$ cat src/rtl/player_input.sv
// Tug-of-war button conditioner: synchronises and debounces both player buttons
// and emits one-cycle L/R move pulses plus debounced held levels.

// State | meaning
// ------+------------------------------------------------------------
// IDLE  | button released and stable
// PWAIT | raw press seen, counting stable pressed samples
// HELD  | press accepted, waiting for release
// RWAIT | raw release seen, counting stable released samples
module player_input_chan #(
    parameter int DEBOUNCE_CYCLES = 500000
) (
    input  logic clk,
    input  logic reset,
    input  logic raw,
    input  logic enable,
    output logic pulse,
    output logic held
);

    localparam int CW = $clog2(DEBOUNCE_CYCLES) + 1;
    localparam logic [CW-1:0] CNT_LAST = CW'(DEBOUNCE_CYCLES - 1);

    localparam logic [1:0] ST_IDLE  = 2'd0;
    localparam logic [1:0] ST_PWAIT = 2'd1;
    localparam logic [1:0] ST_HELD  = 2'd2;
    localparam logic [1:0] ST_RWAIT = 2'd3;

    logic          s1;
    logic          s2;
    logic [1:0]    state;
    logic [1:0]    state_nxt;
    logic [CW-1:0] cnt;
    logic [CW-1:0] cnt_nxt;
    logic          fire;

    always_ff @(posedge clk or posedge reset) begin
        if (reset) begin
            s1 <= 1'b0;
            s2 <= 1'b0;
        end else begin
            s1 <= raw;
            s2 <= s1;
        end
    end

    always_comb begin
        state_nxt = state;
        cnt_nxt   = cnt;
        fire      = 1'b0;
        case (state)
            ST_IDLE: begin
                if (s2) begin
                    state_nxt = ST_PWAIT;
                    cnt_nxt   = '0;
                end
            end
            ST_PWAIT: begin
                if (!s2) begin
                    state_nxt = ST_IDLE;
                end else if (cnt == CNT_LAST) begin
                    state_nxt = ST_HELD;
                    fire      = 1'b1;
                end else begin
                    cnt_nxt = cnt + 1'b1;
                end
            end
            ST_HELD: begin
                if (!s2) begin
                    state_nxt = ST_RWAIT;
                    cnt_nxt   = '0;
                end
            end
            ST_RWAIT: begin
                if (s2) begin
                    state_nxt = ST_HELD;
                end else if (cnt == CNT_LAST) begin
                    state_nxt = ST_IDLE;
                end else begin
                    cnt_nxt = cnt + 1'b1;
                end
            end
            default: begin
                state_nxt = ST_IDLE;
                cnt_nxt   = '0;
            end
        endcase
    end

    // The FSM runs regardless of enable so a press completed while disabled is consumed.
    always_ff @(posedge clk or posedge reset) begin
        if (reset) begin
            state <= ST_IDLE;
            cnt   <= '0;
            pulse <= 1'b0;
            held  <= 1'b0;
        end else begin
            state <= state_nxt;
            cnt   <= cnt_nxt;
            pulse <= fire & enable;
            held  <= (state_nxt == ST_HELD) || (state_nxt == ST_RWAIT);
        end
    end

endmodule

module player_input #(
    parameter int DEBOUNCE_CYCLES = 500000
) (
    input  logic clk,
    input  logic reset,
    input  logic raw_l,
    input  logic raw_r,
    input  logic enable,
    output logic L,
    output logic R,
    output logic held_l,
    output logic held_r
);

    // No arbitration between channels; downstream treats L&R as no move.
    player_input_chan #(.DEBOUNCE_CYCLES(DEBOUNCE_CYCLES)) u_chan_l (
        .clk    (clk),
        .reset  (reset),
        .raw    (raw_l),
        .enable (enable),
        .pulse  (L),
        .held   (held_l)
    );

    player_input_chan #(.DEBOUNCE_CYCLES(DEBOUNCE_CYCLES)) u_chan_r (
        .clk    (clk),
        .reset  (reset),
        .raw    (raw_r),
        .enable (enable),
        .pulse  (R),
        .held   (held_r)
    );

endmodule

$ cat config.mk
export PLATFORM = sky130hd
export DESIGN_NAME = player_input
export DESIGN_NICKNAME = d
export VERILOG_FILES = /design/src/rtl/player_input.sv
export SDC_FILE = /design/constraint.sdc
export NUM_CORES = 1
export LEC_CHECK = 0
export CAP_MARGIN = 40
export CORE_MARGIN = 2
export CORE_UTILIZATION = 52
export DETAILED_ROUTE_END_ITERATION = 10
export GPL_ROUTABILITY_DRIVEN = 0
export HOLD_SLACK_MARGIN = 0.08
export PLACE_DENSITY = 0.67
export SLEW_MARGIN = 20
export SYNTH_ARGS = -nofsm -noshare
export SYNTH_HDL_FRONTEND = slang
export SYNTH_SLANG_ARGS = --single-unit
$ cat constraint.sdc
create_clock -name clk -period 5.1 [get_ports clk]
set_input_delay 0.51 -clock clk [delete_from_list [all_inputs] [get_ports clk]]
set_output_delay 0.51 -clock clk [all_outputs]
set_load 0.03 [all_outputs]
==> impl_results.md, run 1 <==
* CTS tree: done
* Slew Limit Fails at 0
* Setup crit end kind: flip-flop
* Maximum vdd drop at 0.148 mV
* Placed insts at 347
* RSZ-0062 raised after global routing: false
* Number of fillers in the final layout at 413
* Arrival @ worst endpoint at 2.65 ns
* # IOs at 9
* Mapped Cells at 280
* Synth Register Bits at 52
* Unique masters post-synth at 45
* Drt total wl at 5270 um
* ANT cells at 0
* Root buffer cell: clkbuf_8
* Actual slew at the worst max-slew pin at 0.753 ns
* Pleak at 1.18 nW
* CTS Buf Count at 5
* Die Y at 75.3 um
* Post-synthesis sequential area ratio at 49.2%
* Buf+Inv Stages, Crit Path at 1
* Vias in the first global route at 1924
* Setup_tns at 0 ns
* Setup ws final at 2.63 ns
* Final setup viols at 0
* Clock transition at path regs at 0.10 ns
* Starting density of the core at 54.9%
* Peak Freq at 405 MHz
* I/O Buffers at 8
* Initial antenna violation count at 0
* Post-Syn Area at 0.00264 mm^2
* Mapped Avg Cell Area at 9.44 um^2
* Pwr dens at 262 mW/mm^2
* Final routed DRC violation total at 0
* Detailed Place HPWL at 3680 um
* Largest buffer count on any clock path at 2
* Synth-to-Final Area Change at 9.47%
* Hold Slack at 0.359 ns
* First-pass GRT wire length at 9250 um
* Status: complete, no violations
* Post-Layout Cell Count at 355
* Fin area at 0.00289 mm^2
* ANT nets after route at 0
* Worst path cell trace: ha_1, nand4_1, nor2_1, a21o_1, inv_2, nand2_1, o311ai_1
* Slowest stage delay, CP at 0.47 ns
* Slew HR at 49.5%
* Critical path launch point type: flip-flop
* Commonest non-fill, non-tap cell in the layout: dfrtp_1
* Crit Path Class: flip-flop to flip-flop
* H-tree depth at 2
* Synth Warn # at 0
* Post-cts hold buffer count at 0
* Worst endpoint required time at 5.28 ns
* Total GRT Usage at 21.3%
* Die width at 75.3 um
* CTS Sinks at 52
* Post-CTS Resized at 0
* FFs w/ async S/R, synth at 100%
* Most frequent cells in the layout: dfrtp_1 (52), nand2_1 (33), nor2_1 (24)
* Via density per instance at 5.94
* Pre-CTS WS at 2.68 ns
* Clk_lat worst skew at 0.31 ns
* Post-DP Area at 0.00280 mm^2
* First-pass DRT Iterations at 4
* Critical path peak fanout at 16
* Post-synth EDFFs at 0
* Row cnt at 25
* Fin crit share at 48.4%
* Wire per inst at 14.9 um
* Max Cap Violations at 0
* Share of cells above drive strength 1 at 7.64%
* Worst Hold Class: flip-flop to flip-flop
* Initial drt markers at 168
* Worst path top cell family by delay: simple AND/OR/NAND/NOR gates
* Largest net degree at the start of global routing at 32
* Final core utilization at 60.1%
* Fin. Hold Viols at 0
* Placeable Area at 0.00482 mm^2
* Final nets at 294
* Total gr overflow at 0
* CP max-delay cell: a21o_1
* Post-CTS setup buffers at 0
* Synthesized net count at 287
* Ys flop type: dfrtp_1
* Total Power at 0.759 mW
* Die area at 0.00567 mm^2
* Clock Skew at 0.00612 ns
* Via count at 2107
* Post-route minimum period at 2.47 ns
-- worst reg2reg max path, cell delays in order, from the launching register on --
cell      delay [ns]
dfrtp_1         0.46
ha_1            0.25
nand4_1         0.26
nor2_1          0.21
a21o_1          0.47
inv_2           0.13
nand2_1         0.41
o311ai_1        0.17
-- logic make-up after synthesis --
kind of cell | after synthesis | synth area share, %
fa+ha+maj | 2 | 0.946
xor+xnor | 8 | 2.65
flops | 52 | 49.2
buf+inv | 20 | 3.31
simple gates | 125 | 24.3
compound gates | 67 | 16.8
mux | 6 | 2.74
-- cell type report --
cell class	instances	area, um^2	area share, %
Clock buffer	5	68.8	2.38
Clock inverter	3	25.0	0.865
Inverter	8	30.0	1.04
Multi-Input combinational cell	208	1250	43.4
Sequential cell	52	1300	45.0
Tap cell	67	83.8	2.90
Timing Repair Buffer	12	130	4.50
-- Yosys cell counts (3+ instances only) --
cell       n  area (um^2)
or3_1      5         31.3
and4_1     3         26.3
o31ai_1    9         67.6
nand4_1    9         56.3
nor2_1    24         90.1
o41ai_1    4         35.0
dfrtp_1   52         1300
a21oi_1   10         50.1
o21ai_1    5         25.0
and2_1     4         25.0
nand3_1   17         85.1
inv_1      7         26.3
clkbuf_1   6         22.5
nor3_1     8         40.0
or4_1      4         30.0
nor4bb_1   3         30.0
and3_1     3         18.8
o21ai_0   19         95.1
a31oi_1    6         37.5
buf_2      4         20.0
xnor2_1    6         52.6
nor4_1     5         31.3
a41oi_1    3         26.3
nand2_1   33          124
-- layer usage --
layer	vias to the layer above	track usage, %	part of all wire (%)	wire [um]
li1	1056	-	-	-
met1	1007	34.4	53	2820
met2	37	29.1	42	2210
met3	7	3.44	3.3	174
met4	0	7.02	1.3	70
met5	-	0	0	0
-- registers in the layout, summed over array words and instances, names as in the netlist --
register and flops:
u_chan_l.s1 1, u_chan_r.s2 1, u_chan_l.state 2, u_chan_l.s2 1, u_chan_l.held 1, u_chan_r.held 1, u_chan_r.cnt 20, u_chan_r.pulse 1
u_chan_r.s1 1, u_chan_l.pulse 1, u_chan_r.state 2, u_chan_l.cnt 20
-- final timing paths --
| check | startpoint | end | slack [ns] | cells after the start |
|---|---|---|---|---|
| min | u_chan_l.s1$_DFF_PP0_ | u_chan_l.s2$_DFF_PP0_ | 0.36 | 0 |
| max reg2reg | u_chan_l.cnt[0]$_DFFE_PP0P_ | u_chan_l.cnt[14]$_DFFE_PP0P_ | 2.63 | 7 |
| max | u_chan_l.cnt[0]$_DFFE_PP0P_ | u_chan_l.cnt[14]$_DFFE_PP0P_ | 2.63 | 7 |
| min in group asynchronous | reset | u_chan_r.cnt[2]$_DFFE_PP0P_ | 0.61 | 2 |
| min reg2reg | u_chan_l.s1$_DFF_PP0_ | u_chan_l.s2$_DFF_PP0_ | 0.36 | 0 |
| max in group asynchronous | reset | u_chan_l.cnt[6]$_DFFE_PP0P_ | 3.95 | 3 |
-- power by group --
part	switching (mW)	total [mW]	leakage, nW	internal, mW
sequential	0.0251	0.452	0.707	0.427
clock	0.149	0.250	0.0452	0.100
combinational	0.0339	0.0578	0.425	0.0239
total	0.208	0.759	1.18	0.551
Power figures use the tool's default switching activity.
==> inputs of run 2 (changes only) <==
==> constraint.sdc (replaced) <==
create_clock -name clk -period 2.55 [get_ports clk]
set_input_delay 0.255 -clock clk [delete_from_list [all_inputs] [get_ports clk]]
set_output_delay 0.255 -clock clk [all_outputs]
set_load 0.03 [all_outputs]
==> run 2 against run 1 <==
  * Clock power increased by 94%
  * Final cell count increased by 2.0%
  * First-iteration DRC count decreased by 1.8%
  * Critical path depth unchanged
  * Final area increased by 1.0%
  * Largest cell class unchanged
==> impl_results.md, run 2 (synthesis gave the netlist of run 1 again) <==
* Wire per inst at 15.4 um (+3.6%)
* Worst Hold Class: input pin to asynchronous set/reset pin
* Clock transition at path regs at 0.10 ns (about the same)
* CTS Sinks at 52 (unchanged)
* Setup_tns at 0 ns (unchanged)
* Pleak at 1.21 nW (+2.5%)
* Status: complete, no violations
* First-pass GRT wire length at 9630 um (+4.1%)
* Number of fillers in the final layout at 421 (+1.9%)
* Root buffer cell: clkbuf_8
* Most used routing layer: met1
* GRT met1 Usage at 35.7% (+1.3 points)
* CTS tree: done
* Starting density of the core at 54.9% (unchanged)
* Max Cap Violations at 0 (unchanged)
* Clock network power share at 32.2% (-0.7 points)
* Synth-to-Final Area Change at 10.6%
* Initial drt markers at 165 (-1.8%)
* Total gr overflow at 0 (unchanged)
* # IOs at 9 (unchanged)
* Final core utilization at 60.7% (+0.62 points)
* Part of the power in combinational logic at 8.2% (+0.6 points)
* I/O Buffers at 8 (unchanged)
* Commonest non-fill, non-tap cell in the layout: dfrtp_1
* Reg power frac at 59.6% (about the same)
* Setup crit end kind: flip-flop
* Via density per instance at 6.14 (+3.4%)
* Initial antenna violation count at 0 (unchanged)
* Final nets at 301 (+2.4%)
* H-tree depth at 2 (unchanged)
* Met2 usage at 30.1% (+1.1 points)
* Total Power at 1.51 mW (+99%)
* P_sw at 0.408 mW (+96%)
* Sw Ratio at 27.0% (-0.41 points)
* First-pass DRT Iterations at 5 (+1)
* Worst endpoint required time at 2.75 ns (-2.53 ns)
* Pint at 1.10 mW (+100%)
* RSZ-0062 raised after global routing: false
* Fin area at 0.00292 mm^2 (+1.0%)
* Fin. Hold Viols at 0 (unchanged)
* Worst R2R Setup Slack at 0.39 ns (-2.24 ns)
* Vias in the first global route at 2007 (+4.3%)
* Largest regs: u_chan_l.cnt x20, u_chan_r.cnt x20
* Post-cts hold buffer count at 0 (unchanged)
* Multi-input gate area at 0.00125 mm^2 (unchanged)
* Row cnt at 25 (unchanged)
* CTS Buf Count at 5 (unchanged)
* Crit Path Class: flip-flop to flip-flop
* Fin crit share at 84.8% (+36 points)
* Die width at 75.3 um (unchanged)
* Slew Limit Fails at 0 (unchanged)
* ANT cells at 0 (unchanged)
* Via count at 2221 (+5.4%)
* Most frequent cells in the layout: dfrtp_1 (52), nand2_1 (33), nor2_1 (24)
* Critical path launch point type: flip-flop
* Post-CTS Resized at 0 (unchanged)
* Total GRT Usage at 22.1% (+0.76 points)
* Slew HR at 64.3% (+15 points)
* Largest net degree at the start of global routing at 21 (-34%)
* Arrival @ worst endpoint at 2.36 ns (-0.29 ns)
* Detailed Place HPWL at 3890 um (+5.6%)
* Pwr dens at 516 mW/mm^2 (+97%)
* Maximum vdd drop at 0.267 mV (+80%)
* Post-Layout Cell Count at 362 (+2.0%)
* Critical path peak fanout at 13 (-3)
* Post-route minimum period at 2.16 ns (-0.309 ns)
* Final setup viols at 0 (unchanged)
* Register Area at 0.00130 mm^2 (unchanged)
* Peak Freq at 463 MHz (+14%)
* Final routed DRC violation total at 0 (unchanged)
* Clock Skew at 0.0115 ns (+0.00542 ns)
* Die Y at 75.3 um (unchanged)
* Met3 Usage GRT at 4.37% (+0.93 points)
* Share of cells above drive strength 1 at 9.83% (+2.2 points)
* Clk_lat worst skew at 0.31 ns (about the same)
* ANT nets after route at 0 (unchanged)
* Placed insts at 353 (+1.7%)
* Placeable Area at 0.00482 mm^2 (unchanged)
* Die area at 0.00567 mm^2 (unchanged)
* Actual slew at the worst max-slew pin at 0.533 ns (-0.219 ns)
* Largest buffer count on any clock path at 2 (unchanged)
* Drt total wl at 5570 um (+5.6%)
* Post-DP Area at 0.00283 mm^2 (+0.89%)
* Post-CTS setup buffers at 0 (unchanged)
[run 2: changes by cell type in the layout (fill, tap and decap cells not counted)]
cell / previous run / this run
inv_6: 2 / 1
buf_16: 1 / 0
clkinv_4: 0 / 1
clkinv_2: 0 / 1
clkinvlp_4: 1 / 0
buf_4: 3 / 11
[run 2: worst paths after layout]
kind	start	end	cells after the start
worst max-delay path	u_chan_l.cnt[0]$_DFFE_PP0P_	u_chan_l.cnt[17]$_DFFE_PP0P_	7
min in group clk	u_chan_r.s1$_DFF_PP0_	u_chan_r.s2$_DFF_PP0_	0
max in group asynchronous	reset	u_chan_l.cnt[3]$_DFFE_PP0P_	3
worst min-delay path	reset	u_chan_r.s1$_DFF_PP0_	2
worst min register to register	u_chan_r.s1$_DFF_PP0_	u_chan_r.s2$_DFF_PP0_	0
worst max register to register	u_chan_l.cnt[0]$_DFFE_PP0P_	u_chan_l.cnt[17]$_DFFE_PP0P_	7
[run 2: layer usage]
| layer | part of all wire, % | up-vias |
|---|---|---|
| met3 | 5.1 | 5 |
| met5 | 0 | - |
| met4 | 0.99 | 0 |
| met2 | 41 | 68 |
| met1 | 53 | 1080 |
| li1 | - | 1068 |
[run 2: power groups by stage]
stage          sequential, mW  clock [mW]  combinational, mW
5_1_grt                 0.905       0.530              0.143
6_report                0.899       0.485              0.124
4_1_cts                 0.898       0.496              0.124
2_1_floorplan           0.903           0             0.0884
3_5_place_dp            0.912           0              0.124
3_3_place_gp            0.913           0              0.122
[run 2: critical path, stage by stage, from the launching register on]
cell and delay (ns):
dfrtp_1 0.44, ha_1 0.26, nand4_1 0.23, nor2_1 0.10, a21o_1 0.21, inv_2 0.09, nand2_1 0.30, o41ai_1 0.43
[run 2: stage by stage]
stage	hold slack (ns)	setup WS, ns
detailed placement	0.339	0.385
finish	0.249	0.389
global route	0.296	0.224
floorplan	0.286	0.584
global placement	0.332	0.519
CTS	0.261	0.375
[run 2: cell type report]
type | instances | area share [%]
timing repair buffer | 19 | 5.56
clock buffer | 5 | 2.35
sequential | 52 | 44.5
multi-input combinational | 208 | 42.9
clock inverter | 3 | 0.770
inverter | 8 | 1.03
tap | 67 | 2.87
==> inputs of run 3 (changes only) <==
==> constraint.sdc (replaced) <==
create_clock -name clk -period 2.25 [get_ports clk]
set_input_delay 0.225 -clock clk [delete_from_list [all_inputs] [get_ports clk]]
set_output_delay 0.225 -clock clk [all_outputs]
set_load 0.03 [all_outputs]
==> run 3 against run 2 <==
  * Combinational power is 16% higher
  * Setup slack got worse by 0.17 ns
  * First-iteration DRC count increased by 21%
  * Register-to-register slack worse by 0.17 ns
  * Power is 15% higher
  * Non-clock buffer count rose by 3
  * Via count fell by 0.90%
  * Clock-buffer cell count increased by 2
  * Largest cell class unchanged
  * Largest power group unchanged
  * Highest routed layer unchanged
==> impl_results.md, run 3 (synthesis gave the netlist of run 1 again) <==
* Via density per instance at 6.05 (-1.4%)
* CTS tree: done
* Synth-to-Final Area Change at 12.1%
* Fin. Hold Viols at 0 (unchanged)
* Die width at 75.3 um (unchanged)
* Fin area at 0.00296 mm^2 (+1.4%)
* Setup crit end kind: flip-flop
* Drt total wl at 5640 um (+1.2%)
* Post-cts hold buffer count at 0 (unchanged)
* RSZ-0062 raised after global routing: false
* Share of cells above drive strength 1 at 10.4% (+0.61 points)
* Peak Freq at 493 MHz (+6.6%)
* Die Y at 75.3 um (unchanged)
* Crit Path Class: flip-flop to flip-flop
* Critical path peak fanout at 13 (unchanged)
* Final setup viols at 0 (unchanged)
* # IOs at 9 (unchanged)
* Buf+Inv Stages, Crit Path at 1 (unchanged)
* Max Cap Violations at 0 (unchanged)
* Placeable Area at 0.00482 mm^2 (unchanged)
* Largest buffer count on any clock path at 2 (unchanged)
* I/O Buffers at 8 (unchanged)
* Post-CTS setup buffers at 0 (unchanged)
* H-tree depth at 2 (unchanged)
* Slew Limit Fails at 0 (unchanged)
* Arrival @ worst endpoint at 2.22 ns (-0.14 ns)
* Initial drt markers at 200 (+21%)
* Post-CTS Resized at 0 (unchanged)
* Number of fillers in the final layout at 418 (-0.71%)
* Status: complete, no violations
* Most frequent cells in the layout: dfrtp_1 (52), nand2_1 (33), nor2_1 (24)
* Critical path launch point type: flip-flop
* ANT nets after route at 0 (unchanged)
* Pwr dens at 583 mW/mm^2 (+13%)
* Wire per inst at 15.5 um (+0.63%)
* Post-route minimum period at 2.03 ns (-0.134 ns)
* Slowest stage delay, CP at 0.44 ns (about the same)
* Total GRT Usage at 21.9% (-0.20 points)
* Detailed Place HPWL at 3870 um (-0.42%)
* Via count at 2201 (-0.90%)
* Actual slew at the worst max-slew pin at 0.654 ns (+0.121 ns)
* Initial antenna violation count at 0 (unchanged)
* Setup_tns at 0 ns (unchanged)
* First-pass GRT wire length at 9540 um (-0.94%)
* Root buffer cell: clkbuf_8
* Starting density of the core at 54.9% (unchanged)
* CP max-delay cell: dfrtp_1
* Final routed DRC violation total at 0 (unchanged)
* CTS Sinks at 52 (unchanged)
* Hold Slack at 0.332 ns (+0.0827 ns)
* Worst endpoint required time at 2.44 ns (-0.31 ns)
* Largest net degree at the start of global routing at 31 (+48%)
* Maximum vdd drop at 0.386 mV (+45%)
* Pleak at 1.23 nW (+1.8%)
* Fin crit share at 90.1% (+5.4 points)
* Worst Hold Class: input pin to asynchronous set/reset pin
* Clock Skew at 0.00836 ns (-0.00319 ns)
* Post-DP Area at 0.00287 mm^2 (+1.5%)
* Slew HR at 56.3% (-8.0 points)
* Total gr overflow at 0 (unchanged)
* ANT cells at 0 (unchanged)
* Clock transition at path regs at 0.09 ns (about the same)
* Vias in the first global route at 1977 (-1.5%)
* First-pass DRT Iterations at 7 (+2)
* Final nets at 304 (+1.0%)
* Clk_lat worst skew at 0.30 ns (about the same)
* Worst path top cell family by delay: compound AO/OA/AOI/OAI gates
* Worst path cell trace: ha_1, nand4_1, nor2_1, a21o_1, inv_2, nand2_1, o41ai_1
* Commonest non-fill, non-tap cell in the layout: dfrtp_1
* Die area at 0.00567 mm^2 (unchanged)
* Row cnt at 25 (unchanged)
* Largest regs: u_chan_l.cnt x20, u_chan_r.cnt x20
* CTS Buf Count at 5 (unchanged)
[run 3: cell count changes in the layout (fill, tap and decap cells not counted), sizes merged]
cell	change
inv	-1
clkinv	-2
buf	+3
clkbuf	+2
[run 3: worst paths after layout]
| check | slack, ns | endpoint | cells past startpoint | startpoint |
|---|---|---|---|---|
| min in group clk | 0.35 | u_chan_l.s1$_DFF_PP0_ | 1 | raw_l |
| worst min-delay path | 0.33 | u_chan_r.cnt[7]$_DFFE_PP0P_ | 2 | reset |
| max in group asynchronous | 1.37 | u_chan_r.s2$_DFF_PP0_ | 3 | reset |
| worst min register to register | 0.36 | u_chan_r.s2$_DFF_PP0_ | 0 | u_chan_r.s1$_DFF_PP0_ |
| worst max register to register | 0.22 | u_chan_l.cnt[17]$_DFFE_PP0P_ | 7 | u_chan_l.cnt[0]$_DFFE_PP0P_ |
| worst max-delay path | 0.22 | u_chan_l.cnt[17]$_DFFE_PP0P_ | 7 | u_chan_l.cnt[0]$_DFFE_PP0P_ |
[run 3: through the flow]
step | utilization [%] | instances | total power, mW | worst slack, ns
3_3_place_gp | 59.5 | 357 | 1.18 | 0.265
5_1_grt | 61.5 | 364 | 1.82 | 0.0845
3_5_place_dp | 59.5 | 357 | 1.18 | 0.250
4_1_cts | 61.5 | 364 | 1.75 | 0.223
6_report | 61.5 | 364 | 1.73 | 0.222
2_1_floorplan | - | 280 | 1.12 | 0.284
[run 3: worst reg2reg max path, delay by kind of cell, from the launching register on]
family / cells / cell delay (ns)
AO/OA/AOI/OAI: 2 / 0.62
AND/OR/NAND/NOR: 3 / 0.50
flip-flops: 1 / 0.44
adder cells (fa/ha/maj): 1 / 0.27
buffers and inverters: 1 / 0.09
[run 3: area by class of cell]
cell class	count	area [um^2]	area share (%)
sequential	52	1300	43.9
clock buffer	7	96.3	3.25
timing repair buffer	22	198	6.67
tap	67	83.8	2.83
multi-input combinational	208	1250	42.3
inverter	8	30.0	1.01
[run 3: power breakdown]
| part | switching, mW | internal, mW |
|---|---|---|
| Combinational | 0.0850 | 0.0594 |
| Sequential | 0.0513 | 0.967 |
| Clock | 0.292 | 0.275 |
[run 3: per-layer routing]
layer,vias to the layer above,GRT usage [%],wire [um]
li1,1069,-,-
met1,1058,35.1,2840
met2,67,30.4,2420
met3,7,3.31,310
met4,0,6.63,68
met5,-,0,0
